## src/rtl/mux_4_scan_pkg.sv

```systemverilog
// Shared types and constants for the 4-channel mux scanner.
package mux_4_scan_pkg;

    localparam int unsigned NUM_CH = 4;
    localparam int unsigned SEL_W  = 2;
    localparam int unsigned CNT_W  = 4;

    typedef enum logic [1:0] {
        ST_IDLE = 2'd0,
        ST_SCAN = 2'd1,
        ST_DONE = 2'd2
    } state_e;

    // Lowest enabled channel of a mask; 0 when the mask is empty.
    function automatic logic [SEL_W-1:0] lowest_set(input logic [NUM_CH-1:0] m);
        logic [SEL_W-1:0] res;
        res = '0;
        for (int i = int'(NUM_CH) - 1; i >= 0; i--) begin
            if (m[i]) res = SEL_W'(i);
        end
        return res;
    endfunction

endpackage

```

## src/rtl/mux_4_next_sel.sv

```systemverilog
// Finds the next enabled channel strictly above the current select code.
module mux_4_next_sel
    import mux_4_scan_pkg::*;
(
    input  logic [SEL_W-1:0]  cur_c,
    input  logic [NUM_CH-1:0] mask,
    output logic [SEL_W-1:0]  nxt_c,
    output logic              valid
);

    // Walk downward so the last hit is the lowest channel above cur_c.
    always_comb begin
        nxt_c = cur_c;
        valid = 1'b0;
        for (int i = int'(NUM_CH) - 1; i >= 0; i--) begin
            if (mask[i] && (i > int'(cur_c))) begin
                nxt_c = SEL_W'(i);
                valid = 1'b1;
            end
        end
    end

endmodule

```

## src/rtl/mux_4_scan.sv

```systemverilog
// Sequencer that steps a 4:1 mux through enabled channels, dwelling on each before capturing y.
module mux_4_scan
    import mux_4_scan_pkg::*;
#(
    parameter int unsigned DWELL = 4
) (
    input  logic              clk,
    input  logic              rst_n,
    input  logic              start,
    input  logic [NUM_CH-1:0] mask,
    input  logic              y,
    output logic [SEL_W-1:0]  c,
    output logic [NUM_CH-1:0] sample,
    output logic              busy,
    output logic              done,
    output logic              err
);

    localparam logic [CNT_W-1:0] RELOAD = CNT_W'(DWELL - 1);

    state_e             state_q, state_d;
    logic [CNT_W-1:0]   cnt_q, cnt_d;
    logic [NUM_CH-1:0]  mask_q, mask_d;
    logic [SEL_W-1:0]   c_q, c_d;
    logic [NUM_CH-1:0]  sample_q, sample_d;
    logic               busy_q, busy_d;
    logic               done_q, done_d;
    logic               err_q, err_d;

    logic [SEL_W-1:0]   nxt_c;
    logic               nxt_valid;

    mux_4_next_sel u_next_sel (
        .cur_c (c_q),
        .mask  (mask_q),
        .nxt_c (nxt_c),
        .valid (nxt_valid)
    );

    always_comb begin
        state_d  = state_q;
        cnt_d    = cnt_q;
        mask_d   = mask_q;
        c_d      = c_q;
        sample_d = sample_q;
        busy_d   = 1'b0;
        done_d   = 1'b0;
        err_d    = 1'b0;

        unique case (state_q)
            ST_IDLE: begin
                if (start) begin
                    if (|mask) begin
                        mask_d   = mask;
                        sample_d = '0;
                        c_d      = lowest_set(mask);
                        cnt_d    = RELOAD;
                        state_d  = ST_SCAN;
                        busy_d   = 1'b1;
                    end else begin
                        err_d = 1'b1;
                    end
                end
            end
            ST_SCAN: begin
                busy_d = 1'b1;
                if (cnt_q != '0) begin
                    cnt_d = cnt_q - CNT_W'(1);
                end else begin
                    sample_d[c_q] = y;
                    if (nxt_valid) begin
                        c_d   = nxt_c;
                        cnt_d = RELOAD;
                    end else begin
                        state_d = ST_DONE;
                        busy_d  = 1'b0;
                        done_d  = 1'b1;
                    end
                end
            end
            ST_DONE: begin
                state_d = ST_IDLE;
            end
            default: begin
                state_d = ST_IDLE;
            end
        endcase
    end

    always_ff @(posedge clk or negedge rst_n) begin
        if (!rst_n) begin
            state_q  <= ST_IDLE;
            cnt_q    <= '0;
            mask_q   <= '0;
            c_q      <= '0;
            sample_q <= '0;
            busy_q   <= 1'b0;
            done_q   <= 1'b0;
            err_q    <= 1'b0;
        end else begin
            state_q  <= state_d;
            cnt_q    <= cnt_d;
            mask_q   <= mask_d;
            c_q      <= c_d;
            sample_q <= sample_d;
            busy_q   <= busy_d;
            done_q   <= done_d;
            err_q    <= err_d;
        end
    end

    assign c      = c_q;
    assign sample = sample_q;
    assign busy   = busy_q;
    assign done   = done_q;
    assign err    = err_q;

endmodule

```

## config.mk

```make
export PLATFORM = sky130hd
export DESIGN_NAME = mux_4_scan
export DESIGN_NICKNAME = d
export VERILOG_FILES = /design/src/rtl/mux_4_scan_pkg.sv /design/src/rtl/mux_4_next_sel.sv /design/src/rtl/mux_4_scan.sv
export SDC_FILE = /design/constraint.sdc
export NUM_CORES = 1
export LEC_CHECK = 0
export ABC_AREA = 1
export BUFFER_PORTS_ARGS = -buffer_cell sky130_fd_sc_hd__buf_2
export CORE_ASPECT_RATIO = 1.5
export CORE_MARGIN = 1
export CORE_UTILIZATION = 40
export DETAILED_ROUTE_END_ITERATION = 10
export PLACE_DENSITY_LB_ADDON = 0.1
export SLEW_MARGIN = 20
export SYNTH_ARGS = -nofsm -noshare
export SYNTH_HDL_FRONTEND = slang
export SYNTH_HIERARCHICAL = 1
export SYNTH_SLANG_ARGS = --single-unit
```

## constraint.sdc

```tcl
create_clock -name clk -period 1.3 [get_ports clk]
set_input_delay 0.065 -clock clk [delete_from_list [all_inputs] [get_ports clk]]
set_output_delay 0.065 -clock clk [all_outputs]
set_load 0.02 [all_outputs]
```

==> impl_metrics.tcl <==
set metrics [dict create \
    hold_start "start" \
    rows 22 \
    port_buffers 16 \
    finalCritPeriodShare 0.984 \
    finalHoldViolations 0 \
    startpoint_type "register" \
    die_h_um 65.2 \
    slew_violations 0 \
    worstPathMaxFanout 6 \
    cts_buffers 3 \
    p_leak_nw 0.793 \
    stdcell_area_um2 1390 \
    end_kind "register" \
    first_pass_iters 9 \
    cts_root_buf "clkbuf_4" \
    grt_max_degree 19 \
    reg2reg_depth 10 \
    whs_path_depth 3 \
    final_common_cell "nand2_1" \
    post_drt_wl_per_cell_um 11.7 \
    pin_count 17 \
    hp-class "input port to register" \
    core_um2 2480 \
    dpl.hpwl_mm 1.75 \
    drive_above_1_share 0.359 \
    cap_violations 0 \
    cp_data_arrival_time_ns 1.51 \
    antenna_found_initial 0 \
    vias 1017 \
    htree_levels 1 \
    clock_latency_ns 0.30 \
    yosysWarnings 6 \
    required_ns 1.53 \
    nFillCells 239 \
    num_antenna_cells 0 \
    max-clock-path-buffers 2 \
    grt_pass1_vias 955 \
    grt_overflow_total 0 \
    skew_ns 0.0114 \
    syn_area_um2 1060 \
    syn_avg_cell_area_um2 7.49 \
    cts_tree "built" \
    setup_viol_count_final 0 \
    fin_crit_ns 1.28 \
    grt_first_pass_wirelength_mm 3.90 \
    powerDensity_nw_per_um2 2400 \
    violations "design-rule violations" \
    initial_core_util 0.429 \
    syn-num-nets 152 \
    placed_area_um2 1240 \
    cts_sinks 18 \
    routed_wl_mm 2.40 \
    vias_per_cell 4.96 \
    ir_worst_vdd_v 0.00133 \
    drtAntennaViolNets 0 \
    place_congestion 0.721 \
    drt-initial-drc-count 32 \
    drc 2 \
    outcome "finished with violations" \
    die_w_um 44.1 \
    max-slew-margin-rel 0.720 \
    worst_slew_pin_slew_ns 0.419 \
    dieArea_um2 2870 \
    cp-startpoint "c[1]$_DFFE_PN0P_" \
    r2r_setup_slack_ns 0.02 \
    area_growth_pct 30.5 \
    r2r-start "c[1]$_DFFE_PN0P_" \
    postSynthCellCount 142 \
    hold_slack_ns 0.0296 \
    fmax_ghz 0.782 \
    grtUsageTotal 0.183 \
    fin_nets 192 \
    rsz0062_at_grt "true" \
    crit_type "register to register" \
    mostFrequentLayoutCells "nand2_1, buf_4, buf_2" \
    path_clk_slew_ns 0.11 \
]
[layer usage]
| metal | wire, um | GRT usage |
|---|---|---|
| met1 | 1010 | 0.191 |
| met4 | 48 | 0.0909 |
| met5 | 0 | 0 |
| met3 | 73 | 0.0192 |
| met2 | 1260 | 0.346 |
[flip-flops by register name, indices dropped and copies added (netlist names)]
| signal | flops |
|---|---|
| cnt_q | 4 |
| sample | 4 |
| mask_q | 3 |
| c | 2 |
| state_q | 2 |
| busy | 1 |
| done | 1 |
| err | 1 |
[what timing repair did]
item                                   4_1_cts  5_1_grt
setup endpoints to repair                    2       11
endpoints found under the hold margin       18        0
hold buffers                                 1        0
setup buffers                                1        8
pin swaps                                    0        4
gates resized for setup                      1       10
[power breakdown]
group	switching [mW]	internal (mW)
clock network	0.175	0.119
logic	1.18	0.877
registers	0.175	0.794
total	1.53	1.79
[worst max-delay path, cell delays in order, from the launching register on]
cell,delay [ns]
dfrtp_2,0.44
inv_2,0.08
nand2_2,0.06
nand2_2,0.06
nand2_1,0.06
nand2_2,0.07
nand3_2,0.09
buf_4,0.17
nand3_2,0.09
nand2_1,0.05
nand2_1,0.05
[area by class of cell]
type                       count  area (um2)  share of cell area
inverter                      20        75.1              0.0541
sequential                    18         455               0.328
timing repair buffer          36         243               0.175
tap                           24        30.0              0.0216
multi-input combinational    103         558               0.402
clock buffer                   4        26.3              0.0189
[per-stage QoR]
step	power, mW	worst slack [ns]	instances	util	setup TNS [ns]
final	3.32	0.0213	205	0.560	0
after global routing	3.65	-0.0718	205	0.560	-0.317
after CTS	3.12	0.0133	197	0.520	0
after detailed placement	2.78	0.0163	191	0.500	0
after global placement	2.76	0.0197	191	0.500	0
after floorplan	2.21	0.000871	142	-	0
[path summary, 6_finish.rpt]
kind                                     endpoint
setup / recovery             cnt_q[0]$_DFFE_PN0P_
hold / removal                      err$_DFF_PN0_
setup reg to reg             cnt_q[0]$_DFFE_PN0P_
hold reg to reg             sample[2]$_DFFE_PN0P_
max in group asynchronous  state_q[0]$_DFFE_PN0P_
min in group asynchronous   sample[3]$_DFFE_PN0P_
Note: power is estimated with default switching activity, not from simulation.
